### src/rtl/dt_feeder.sv
// dt_feeder: latches a feature vector on start, streams it one word per cycle
// to a classifier (en/feature), then waits for the classifier result (en_end)
// and presents it on result_class with a one-cycle result_valid pulse.
// Optional build macro DT_FEEDER_TIMEOUT_EN adds a WAIT-state watchdog that
// pulses timeout_err and returns to IDLE after TIMEOUT_CYC cycles without en_end.
module dt_feeder #(
  parameter int FEATURE_WIDE = 13,
  parameter int FEATURE_NUM  = 16,
  parameter int CLASS_W      = 5,
  parameter int TIMEOUT_CYC  = 64
) (
  input  logic                              clk,
  input  logic                              rst_n,
  input  logic                              start,
  input  logic [FEATURE_NUM*FEATURE_WIDE-1:0] feat_vec,
  output logic                              busy,
  output logic                              en,
  output logic [FEATURE_WIDE-1:0]           feature,
  input  logic [CLASS_W-1:0]                out_class,
  input  logic                              en_end,
  output logic [CLASS_W-1:0]                result_class,
  output logic                              result_valid,
  output logic                              timeout_err
);

  localparam int VEC_W = FEATURE_NUM * FEATURE_WIDE;
  localparam int IDX_W = (FEATURE_NUM > 1) ? $clog2(FEATURE_NUM) : 1;
  localparam logic [IDX_W-1:0] IDX_LAST = IDX_W'(FEATURE_NUM - 1);

  typedef enum logic [1:0] {
    ST_IDLE   = 2'd0,
    ST_STREAM = 2'd1,
    ST_WAIT   = 2'd2,
    ST_DONE   = 2'd3
  } state_t;

  state_t                    state_r, state_s;
  logic [IDX_W-1:0]          idx_r, idx_s;
  logic [VEC_W-1:0]          shadow_r, shadow_s;
  logic                      en_r, en_s;
  logic [FEATURE_WIDE-1:0]   feature_r, feature_s;
  logic                      busy_r, busy_s;
  logic [CLASS_W-1:0]        result_class_r, result_class_s;
  logic                      result_valid_r, result_valid_s;

`ifdef DT_FEEDER_TIMEOUT_EN
  localparam int CNT_W = $clog2(TIMEOUT_CYC + 1);
  localparam logic [CNT_W-1:0] CNT_LIMIT = CNT_W'(TIMEOUT_CYC);
  logic [CNT_W-1:0]          wait_cnt_r, wait_cnt_s;
  logic                      timeout_err_r, timeout_err_s;
`endif

  // Select feature word i out of a packed feature vector.
  function automatic logic [FEATURE_WIDE-1:0] word_at(input logic [VEC_W-1:0] vec, input int i);
    word_at = vec[i*FEATURE_WIDE +: FEATURE_WIDE];
  endfunction

  // Next-state and next-output logic; every output is registered from these values.
  always_comb begin
    state_s        = state_r;
    idx_s          = idx_r;
    shadow_s       = shadow_r;
    en_s           = 1'b0;
    feature_s      = {FEATURE_WIDE{1'b0}};
    result_class_s = result_class_r;
    result_valid_s = 1'b0;
`ifdef DT_FEEDER_TIMEOUT_EN
    wait_cnt_s     = wait_cnt_r;
    timeout_err_s  = 1'b0;
`endif
    case (state_r)
      ST_IDLE: begin
        // en_end in IDLE is deliberately ignored, even alongside start.
        if (start) begin
          shadow_s  = feat_vec;
          idx_s     = {IDX_W{1'b0}};
          en_s      = 1'b1;
          feature_s = word_at(feat_vec, 0);
          state_s   = ST_STREAM;
        end else begin
          state_s   = ST_IDLE;
        end
      end
      ST_STREAM: begin
        // en_r low inside STREAM marks the single drain cycle after the last word.
        if (en_r) begin
          if (idx_r == IDX_LAST) begin
            en_s      = 1'b0;
            feature_s = {FEATURE_WIDE{1'b0}};
          end else begin
            idx_s     = idx_r + 1'b1;
            en_s      = 1'b1;
            feature_s = word_at(shadow_r, int'(idx_r) + 1);
          end
        end else begin
          state_s = ST_WAIT;
`ifdef DT_FEEDER_TIMEOUT_EN
          wait_cnt_s = {CNT_W{1'b0}};
`endif
        end
      end
      ST_WAIT: begin
        // A result arriving on the expiry cycle takes priority over the watchdog.
        if (en_end) begin
          result_class_s = out_class;
          result_valid_s = 1'b1;
          state_s        = ST_DONE;
        end else begin
`ifdef DT_FEEDER_TIMEOUT_EN
          wait_cnt_s = wait_cnt_r + 1'b1;
          if (wait_cnt_s == CNT_LIMIT) begin
            timeout_err_s = 1'b1;
            wait_cnt_s    = {CNT_W{1'b0}};
            state_s       = ST_IDLE;
          end else begin
            state_s       = ST_WAIT;
          end
`else
          state_s = ST_WAIT;
`endif
        end
      end
      ST_DONE: begin
        state_s = ST_IDLE;
      end
      default: begin
        state_s = ST_IDLE;
      end
    endcase
    busy_s = (state_s != ST_IDLE);
  end

  // State, counters, shadow copy and registered outputs.
  always_ff @(posedge clk or negedge rst_n) begin
    if (!rst_n) begin
      state_r        <= ST_IDLE;
      idx_r          <= {IDX_W{1'b0}};
      shadow_r       <= {VEC_W{1'b0}};
      en_r           <= 1'b0;
      feature_r      <= {FEATURE_WIDE{1'b0}};
      busy_r         <= 1'b0;
      result_class_r <= {CLASS_W{1'b0}};
      result_valid_r <= 1'b0;
    end else begin
      state_r        <= state_s;
      idx_r          <= idx_s;
      shadow_r       <= shadow_s;
      en_r           <= en_s;
      feature_r      <= feature_s;
      busy_r         <= busy_s;
      result_class_r <= result_class_s;
      result_valid_r <= result_valid_s;
    end
  end

`ifdef DT_FEEDER_TIMEOUT_EN
  // Watchdog counter and its expiry pulse.
  always_ff @(posedge clk or negedge rst_n) begin
    if (!rst_n) begin
      wait_cnt_r    <= {CNT_W{1'b0}};
      timeout_err_r <= 1'b0;
    end else begin
      wait_cnt_r    <= wait_cnt_s;
      timeout_err_r <= timeout_err_s;
    end
  end

  assign timeout_err = timeout_err_r;
`else
  assign timeout_err = 1'b0;
`endif

  assign busy         = busy_r;
  assign en           = en_r;
  assign feature      = feature_r;
  assign result_class = result_class_r;
  assign result_valid = result_valid_r;

endmodule

### config.mk
export PLATFORM = sky130hd
export DESIGN_NAME = dt_feeder
export DESIGN_NICKNAME = d
export VERILOG_FILES = /design/src/rtl/dt_feeder.sv
export SDC_FILE = /design/constraint.sdc
export NUM_CORES = 1
export LEC_CHECK = 0
export CAP_MARGIN = 20
export CORE_MARGIN = 2
export CORE_UTILIZATION = 40
export CTS_CLUSTER_DIAMETER = 100
export DETAILED_ROUTE_END_ITERATION = 6
export DONT_BUFFER_PORTS = 1
export PLACE_DENSITY = 0.54
export SYNTH_ARGS = -nofsm -noshare
export SYNTH_HDL_FRONTEND = slang
export SYNTH_SLANG_ARGS = --single-unit
### constraint.sdc
create_clock -name clk -period 1.6 [get_ports clk]
set_input_delay 0.24 -clock clk [delete_from_list [all_inputs] [get_ports clk]]
set_output_delay 0.24 -clock clk [all_outputs]
set_load 0.02 [all_outputs]
Word-level counts from Yosys, hierarchy flattened. Index checks and enable logic that the tools add are counted.

Shifts and indexed selects: 1. Reductions and logical operators: 6. Multiplexer cells: 18. $mul: 1. Add/sub/neg operators: 2. Equality and inequality tests: 7.

Operators with widths (number): 208-bit by 10-bit variable part select with 13-bit output (1); 13-bit 2-to-1 mux (3); 13-bit one-hot mux with 2 select lines (1); 4-bit 2-to-1 mux (3); 5-bit by 4-bit multiplier with 9-bit output, second input constant (1); 2-bit one-hot mux with 4 select lines (1); 4-bit one-hot mux with 2 select lines (1); 1-bit 2-to-1 mux (7); 2-bit inequality test, second input constant (3); 4-bit by 1-bit adder with 5-bit output, second input constant (1); 4-bit by 1-bit adder with 4-bit output, second input constant (1); 2-bit == test, second input constant (2); 4-bit == test, second input constant (1); 2-bit AND reduction (2); 4-bit AND reduction (1); 2-bit nonzero test (2); 2-bit by 1-bit == test with 1-bit output, second input constant (1); 2-bit zero test (1); 2-bit 2-to-1 mux (1); 1-bit one-hot mux with 2 select lines (1).

Output and inout port bits: 22. Logic and storage cells: 43. Bits in registers: 235. Bits of input ports: 217.

Depth between registers and ports, before layout.
Depth in word-level cells: 6. Gate-level depth with buffers: 7. Mapped depth without buffers: 5.

Least setup slack after synthesis. No wires, ideal clock.

Path kind: flip-flop to flip-flop. Start point: register idx_r[1]. End point: register feature_r[3], in the netlist feature[3]. Stages on the path, launching flop included: 7. Setup time: 126 ps. Data arrival time: 1545 ps. Data required time: 1474 ps. Period minus slack after synthesis: 1671 ps. Buffers on the path: 2. Path slack: -71 ps. Cells stage by stage: dfrtp_1 buf_2 buf_2 mux4_2 mux2i_1 nor2_1 a221o_1.

Longest elaborated chain between the ends: 6. Elaborated cells between the ends (all ways): 7. Classes of those cells: add/sub (1); mul (1); eq/ne (1); shift (1); mux (3).

Ends and longest elaborated chain: from (decl) (line 38) `logic [IDX_W-1:0] idx_r, idx_s;`; from (signal assigned) (line 137) `idx_r <= {IDX_W{1'b0}};`; from (signal assigned) (line 146) `idx_r <= idx_s;`; 4-bit by 1-bit adder with 5-bit output (line 93) `feature_s = word_at(shadow_r, int'(idx_r) + 1);`; 5-bit by 4-bit multiplier with 9-bit output (line 55) `word_at = vec[i*FEATURE_WIDE +: FEATURE_WIDE];`; 208-bit by 10-bit variable part select with 13-bit output (line 55); 13-bit 2-to-1 mux * (line 87) `if (idx_r == IDX_LAST) begin`; 13-bit 2-to-1 mux * (line 86) `if (en_r) begin`; 13-bit one-hot mux with 2 select lines * (line 71) `case (state_r)`; net feature_s[3] (line 41) `logic [FEATURE_WIDE-1:0] feature_r, feature_s;`; to (signal assigned) (line 140) `feature_r <= {FEATURE_WIDE{1'b0}};`; to (signal assigned) (line 149) `feature_r <= feature_s;`; to (decl) (line 41).

The timed path passes the listed nets; every way through them passes the cells marked *. A chain may end at the register's enable or synchronous reset.

Worst setup path in the final report.
Start point: register idx_r[0]. End point: register feature_r[8], in the netlist feature[8].

The elaborated chain is that of the path after synthesis.

==> reports/qor.yml <==
floorplanning:
  rows: 57
  initial_core_util_pct: 40.84
  io_pins: 239
  die_h_um: 161.8
  dieArea_mm2: 0.02618
  core-area_mm2: 0.02439
  die_w_um: 161.8
placed_design:
  io_buffers: 0
  place_ws_ns: -0.3286
  place.gp.congestion: 0.7889
  dp_cells: 1356
  dp_hpwl_um: 19540
  placed_area_mm2: 0.01049
setup_path:
  path_class: "register to register"
  r2r_slack_ns: -0.32
  crit_path_start_kind: "register"
  worst_setup_path_end_kind: "register"
  worstPathRequired_ns: 2.00
  crit_arrival_ns: 2.32
  cp_max_fo: 7
pwr:
  power.density_mw_per_mm2: 1837
  ir_drop_mv: 0.9294
  p_total_uw: 25220
  p_leak_uw: 0.006584
logic_synthesis:
  synth-seq-cells: 222
  synthTopCellsByArea: "dfrtp_1 56%, nand2_1 23%, mux4_2 8.6%"
  yosys_most_used_dff: "dfrtp_1"
  synth_area_mm2: 0.009961
  syn-num-nets: 1276
  async_flop_share_pct: 100.0
  syn_inst: 1058
  synth_edf_count: 0
  synth.top_cell.area_share_pct: 55.77
  synth.largest_area_cell: "dfrtp_1"
  postSynthAreaPerCell_um2: 9.415
  yosysSeqAreaShare_pct: 55.77
  ys_warn_count: 0
  synth_cell_types: 32
clock_network:
  cts_sinks: 222
  root_buffer: "clkbuf_16"
  h-tree-depth: 1
  path_clk_slew_ns: 0.06
  clock_path_buffers: 3
  clock_latency_ns: 0.52
  cts_made_buffers: 25
  cts_hold_buffers: 215
  cts_tree: "yes"
routing:
  drt_iter0_drc: 586
  wl_per_cell_um: 18.33
  first_pass_iters: 5
  vias_per_cell: 4.965
  dr_total_vias: 8088
  drt-total-wl_um: 29860
  ant_nets: 0
  drc_errors: 0
timing:
  rsz0062_at_grt: "yes"
  max_freq_mhz: 519.9
  hold_ws_ns: -0.5868
  relSlewSlack_pct: 62.64
  maxSlewViolCount: 0
  fin_skew_ns: 0.01251
  hold_violations: 222
  period_needed_ns: 1.923
  fin_crit_sh_pct: 120.2
  worst_slew_pin_slew_ns: 0.5604
  timing.final.ws_setup_ns: -0.3235
  setup-violations-final: 14
global_routing:
  grtUsageTotal_pct: 23.13
  grt_overflow: 0
  grt_pass1_wl_um: 46930
  antenna_found_initial: 2
  grt_pass1_vias: 8500
  grt_max_degree: 223
layout:
  regArea_mm2: 0.005564
  final_nets: 1503
  final_cells: 1629
  multi_input_area_mm2: 0.004096
  nFillCells: 2121
  final_common_cell: "nand2_1"
  stdcell_area_mm2: 0.01373
  area_growth_pct: 37.85
  final_cell_mix: "601 x nand2_1, 219 x dfrtp_1, 214 x dlygate4sd3_1"
  postLayoutCoreUtil_pct: 56.29
  drive_gt1_share_pct: 12.28
run:
  max_cap_viol_count: 0
outcome:
  violations: "negative hold slack, negative setup slack"
  outcome: "finished with violations"
hold_path:
  hp-class: "input port to async pin"
-- state kept, by name (all words and copies together) (netlist names) --
register / count
state_r: 2
result_class: 5
result_valid: 1
busy: 1
shadow_r: 195
feature: 13
idx_r: 4
en: 1
-- layout make-up --
type	instances	area share [%]
Antenna cell	2	0.03645
Clock inverter	14	1.376
Tap cell	324	2.952
Inverter	5	0.1367
Clock buffer	31	5.085
Sequential cell	222	40.52
Timing Repair Buffer	267	20.06
Multi-Input combinational cell	764	29.83
-- synthesized netlist by cell type, drive strengths merged, types with 2 or more instances --
cell type,instances
nor2b,2
inv,5
clkbuf,25
mux2i,29
xnor2,2
nand3b,5
nor2,39
mux2,5
nand3,3
buf,42
mux4,38
a221o,12
o211ai,13
o21ai,4
nand2,601
dfrtp,222
-- stage by stage --
stage	setup TNS [ns]	hold slack, ns
2_1_floorplan	-0.6396	-0.05559
6_report	-3.717	-0.5868
5_1_grt	-4.482	-0.6014
4_1_cts	-3.777	-0.5972
3_3_place_gp	-3.305	-0.04279
3_5_place_dp	-3.458	-0.04700
-- cell families after synthesis --
group                    count (synthesis)  share of synthesized area [%]
AO/OA/AOI/OAI                           35                          2.927
XOR/XNOR                                 2                         0.1759
adder cells (fa/ha/maj)                  1                         0.1256
buffers and inverters                   72                          3.919
flip-flops                             222                          55.77
multiplexers                            72                          12.07
other                                    1                        0.03765
AND/OR/NAND/NOR                        653                          24.97
-- where the power goes --
| group | internal [µW] | switching [µW] | total (µW) | leakage, µW |
|---|---|---|---|---|
| Combinational | 4420 | 4720 | 9150 | 0.00339 |
| Clock | 3750 | 2360 | 6110 | 0.000431 |
| Sequential | 8220 | 1750 | 9970 | 0.00277 |
| Total | 16400 | 8840 | 25200 | 0.00658 |
-- routing by layer --
| layer | wire length, µm | track usage, % | share of wire (%) | vias to the layer above |
|---|---|---|---|---|
| met1 | 13050 | 31.49 | 44 | 3919 |
| li1 | - | - | - | 3840 |
| met5 | 0 | 0 | 0 | - |
| met4 | 923 | 7.120 | 3.1 | 0 |
| met2 | 14020 | 37.47 | 47 | 271 |
| met3 | 1860 | 4.801 | 6.2 | 58 |
-- final timing paths --
path	startpoint	to	cells past startpoint
max	idx_r[0]	feature[8]	6
min	rst_n	result_class[4]	0
max reg2reg	idx_r[0]	feature[8]	6
min reg2reg	shadow_r[152]	shadow_r[152]	2
max in group asynchronous	rst_n	shadow_r[86]	0
min in group clk	en_end	result_valid	2
-- repair_timing --
| item | in CTS | in global routing |
|---|---|---|
| cloned | 1 | 0 |
| hold endpoints to repair | 436 | 222 |
| pin swaps | 3 | 8 |
| buffers inserted | 11 | 1 |
| gates resized for setup | 19 | 10 |
| endpoints found under the setup margin | 16 | 19 |
-- worst max-delay path: stages (launching register included) --
cell	delay, ns
dfrtp_4	0.48
buf_12	0.15
mux4_2	0.53
mux2i_1	0.17
buf_4	0.16
nor2_2	0.05
a221o_1	0.26
(Power assumes the default switching activity.)
==> RTL change 1: new RTL, same flow settings <==
Build with the macro `DT_FEEDER_TIMEOUT_EN` defined.
--- a/src/rtl/dt_feeder.sv
+++ b/src/rtl/dt_feeder.sv
@@ -3,6 +3,8 @@
 // and presents it on result_class with a one-cycle result_valid pulse.
 // Optional build macro DT_FEEDER_TIMEOUT_EN adds a WAIT-state watchdog that
 // pulses timeout_err and returns to IDLE after TIMEOUT_CYC cycles without en_end.
+`define DT_FEEDER_TIMEOUT_EN
+
 module dt_feeder #(
   parameter int FEATURE_WIDE = 13,
   parameter int FEATURE_NUM  = 16,
Function: same outputs for any inputs over 10 cycles, from zero or initial values and one cycle with rst_n low; that may be too few to reach the edited logic, so the function may still have changed.
==> RTL change 1 against the unedited design <==
The flow still finishes with violations (negative hold slack, negative setup slack); sequential cell count increased by 8; area after synthesis increased by 2.5%; global-route usage is 0.99 points higher; total power up 0.26%; synthesized cell count is 1.8% higher; setup slack gained 160 ps; routed wire length rose by 6.8%; final area grew 2.5%; critical path depth is 2 lower; utilization shrank 0.26 points; critical path type unchanged.
==> RTL change 1: results (changes against the unedited design) <==
Status
  • Status: complete, but fails checks
  • Failing checks: negative hold slack, negative setup slack

Timing
  • Final hold viol count: 230 (+3.6%)
  • Final WS setup: -160 ps (+164 ps)
  • Count of final setup violators: 17 (+3)
  • Period minus WS final: 1760 ps (-164 ps)
  • Hold slack: -569 ps (+18.1 ps)
  • Measured slew at the worst slew-check pin: 462 ps (-98.0 ps)

Placed design
  • Placer Congestion: 0.844 (+7.0%)
  • Setup Slack @ Placement: -309 ps (+19.7 ps)
  • HPWL after detailed placement: 20900 um (+6.7%)
  • Placed cells: 1381 (+1.8%)
  • Area after DPL: 10800 um^2 (+3.0%)

Global routing
  • First-pass GRT wire length: 49200 um (+4.8%)
  • Total GRT Usage: 24.1% (+0.99 points)
  • Initial antenna violation count: 0 (-2)
  • Pin count of the biggest net entering global routing: 231 (+3.6%)

Detailed routing
  • Metal3 WL: 1920 um (+3.3%)
  • Routed WL per cell: 19.3 um (+5.2%)
  • Met2 WL post-DR: 14600 um (+4.1%)
  • DRT iter0 DRCs: 597 (+1.9%)
  • Post-Route M1 WL: 14100 um (+7.9%)
  • Vias: 8419 (+4.1%)

Setup path
  • Maximum fanout along the worst path: 15 (+8)
  • Crit path DAT: 2150 ps (-170 ps)
  • Worst path max stage delay: 570 ps (+40 ps)

Synth
  • Dominant cells by area after synthesis: dfrtp_1 56%, nand2_1 23%, mux4_2 8.6%
  • Seq/Total Area, Yosys: 56.4% (+0.59 points)
  • Synth unique cells: 38 (+19%)
  • Cell count after synthesis: 1077 (+1.8%)
  • Syn nets: 1296 (+1.6%)
  • Synth top cells by count: 613 x nand2_1, 230 x dfrtp_1, 49 x clkbuf_1

Power
  • Pleak: 6.71 nW (+1.9%)
  • VDD IR-drop max: 0.943 mV (+1.4%)

Final layout
  • Fillers: 2179 (+2.7%)
  • Layout cells sized above 1: 12.4% (+0.11 points)
  • Nets: 1525 (+1.5%)
  • Fin cells: 1654 (+1.5%)

Clocking
  • Num CTS Buffers: 27 (+8.0%)
## RTL change 1: layout make-up
type                            instances  area, um^2  area share (%)
Sequential cell                       230        5760            41.0
Clock buffer                           42         792            5.63
Multi-Input combinational cell        778        4310            30.7
Tap cell                              330         413            2.93
Inverter                                3        11.3          0.0800
Clock inverter                          5        53.8           0.382
Timing Repair Buffer                  266        2720            19.4
## RTL change 1: report_power, final
part           internal [W]  switching (W)
clock               0.00353        0.00234
combinational       0.00425        0.00466
sequential          0.00846        0.00205
## RTL change 1: worst paths after layout
check	startpoint	endpoint	slack [ps]	cells after the start
setup / recovery	idx_r[0]	feature[12]	-160	4
hold / removal	rst_n	shadow_r[21]	-570	0
setup reg to reg	idx_r[0]	feature[12]	-160	4
hold reg to reg	shadow_r[166]	shadow_r[166]	470	2
max in group asynchronous	rst_n	shadow_r[132]	1850	0
min in group clk	en_end	timeout_err	40	3
## RTL change 1: cells by family after synthesis
kind of cell	count (synthesis)	synth area share [%]
adder cells (fa/ha/maj)	2	0.245
AND/OR/NAND/NOR	639	24.1
multiplexers	71	12.0
AO/OA/AOI/OAI	66	4.62
flip-flops	230	56.4
buffers and inverters	69	2.76
## RTL change 1: layer usage
layer,global-route usage [%],vias to the layer above
met5,0,-
met4,9.05,0
met3,4.47,65
met2,37.4,287
met1,34.0,4108
li1,-,3959
## RTL change 1: timing repair
action	4_1_cts	5_1_grt
setup endpoints to repair	16	24
hold endpoints to repair	451	230
gates cloned	2	0
pin swaps	8	8
setup buffers	6	4
gates resized for setup	20	22
==> RTL change 2: new RTL, same flow settings <==
Made on the original files. Register the inputs `start`, `feat_vec`, `out_class` and `en_end` before use, without a reset. The logic sees them one clock later. Comments in the files are not updated.
--- a/src/rtl/dt_feeder.sv
+++ b/src/rtl/dt_feeder.sv
@@ -33,6 +33,18 @@
     ST_WAIT   = 2'd2,
     ST_DONE   = 2'd3
   } state_t;
+
+  logic start_q;
+  logic [FEATURE_NUM*FEATURE_WIDE-1:0] feat_vec_q;
+  logic [CLASS_W-1:0] out_class_q;
+  logic en_end_q;
+
+  always_ff @(posedge clk) begin
+    start_q     <= start;
+    feat_vec_q  <= feat_vec;
+    out_class_q <= out_class;
+    en_end_q    <= en_end;
+  end
 
   state_t                    state_r, state_s;
   logic [IDX_W-1:0]          idx_r, idx_s;
@@ -71,11 +83,11 @@
     case (state_r)
       ST_IDLE: begin
         // en_end in IDLE is deliberately ignored, even alongside start.
-        if (start) begin
-          shadow_s  = feat_vec;
+        if (start_q) begin
+          shadow_s  = feat_vec_q;
           idx_s     = {IDX_W{1'b0}};
           en_s      = 1'b1;
-          feature_s = word_at(feat_vec, 0);
+          feature_s = word_at(feat_vec_q, 0);
           state_s   = ST_STREAM;
         end else begin
           state_s   = ST_IDLE;
@@ -101,8 +113,8 @@
       end
       ST_WAIT: begin
         // A result arriving on the expiry cycle takes priority over the watchdog.
-        if (en_end) begin
-          result_class_s = out_class;
+        if (en_end_q) begin
+          result_class_s = out_class_q;
           result_valid_s = 1'b1;
           state_s        = ST_DONE;
         end else begin
Formal check against the unedited RTL: not equivalent (a bounded check fails within 4 cycles, from zero or initial values and one cycle with rst_n low).
==> RTL change 2 against the unedited design <==
The flow still finishes with violations (negative hold slack, negative setup slack); combinational power grew 2%; total power up 43%; non-clock buffer count increased by 16; final cell count up 25%; final area grew 40%; first-iteration DRC count is 16% lower; routed wire length is 25% higher; sequential cell count grew 215; setup slack gained 110 ps; critical path depth is 1 lower; clock skew is 10 ps higher; area after synthesis rose by 43%; critical path type unchanged; largest power group unchanged.
==> RTL change 2: results (changes against the unedited design) <==
Status
  • Failing checks: negative hold slack, negative setup slack
  • Status: complete, but fails checks

Final layout
  • Max reg flops: 208 (+6.7%)
  • Multi-input gates: 762 (-0.26%)
  • Nets: 1752 (+17%)
  • Fin cells: 2035 (+25%)
  • Non-clk buf share: 15.4% (-4.7 points)
  • Fin util: 54.4% (-1.9 points)
  • Non-clk invs: 4 (-1)
  • Layout cells sized above 1: 13.6% (+1.3 points)

Timing
  • Skew final: 22.5 ps (+9.95 ps)
  • Count of final setup violators: 16 (+2)
  • Hold slack: -617 ps (-30.1 ps)
  • Final WS setup: -217 ps (+107 ps)
  • Slew Limit Headroom: 50.0% (-13 points)
  • Final hold viol count: 222 (unchanged)
  • Setup TNS: -2290 ps (+1430 ps)

Setup path
  • Crit path DAT: 2250 ps (-70 ps)
  • Top Family by Delay on Critical Path: flip-flops

Global routing
  • Initial antenna violation count: 3 (+1)
  • Number of global-route vias before repair: 9906 (+17%)
  • M1 GR Usage: 28.8% (-2.7 points)

Placed design
  • Placed cells: 1721 (+27%)
  • HPWL after detailed placement: 24400 um (+25%)
  • Area after DPL: 15100 um^2 (+44%)

Synth
  • Synth top cells by count: 602 x nand2_1, 222 x dfrtp_1, 215 x dfxtp_1
  • Cell count after synthesis: 1266 (+20%)

Clocking
  • Worst skew pair latency: 570 ps (+50 ps)

Detailed routing
  • Routed WL per cell: 18.3 um (-0.14%)
  • Vias: 9605 (+19%)
  • Metal3 WL: 2170 um (+17%)

Power
  • VDD IR-drop max: 1.29 mV (+39%)
[RTL change 2: worst min-delay path by stage]
stage	start	end	depth (start not counted)
detailed placement	rst_n	shadow_r[202]	0
finish	rst_n	shadow_r[202]	0
global route	rst_n	shadow_r[202]	0
global placement	rst_n	shadow_r[202]	0
CTS	rst_n	shadow_r[202]	0
floorplan	rst_n	busy	0
[RTL change 2: cell families (layout without fill, tap and decap cells)]
kind of cell | after synthesis | count (layout) | share of synthesized area (%)
AO/OA/AOI/OAI | 60 | 60 | 3.11
adder cells (fa/ha/maj) | 1 | 1 | 0.0876
buffers and inverters | 67 | 372 | 2.47
flip-flops | 437 | 437 | 69.0
multiplexers | 74 | 74 | 8.42
other | 1 | 4 | 0.0262
AND/OR/NAND/NOR | 626 | 626 | 16.9
[RTL change 2: power by group]
part | internal (W) | switching, W
sequential | 0.0139 | 0.00203
combinational | 0.00442 | 0.00492
clock | 0.00656 | 0.00433
total | 0.0249 | 0.0113
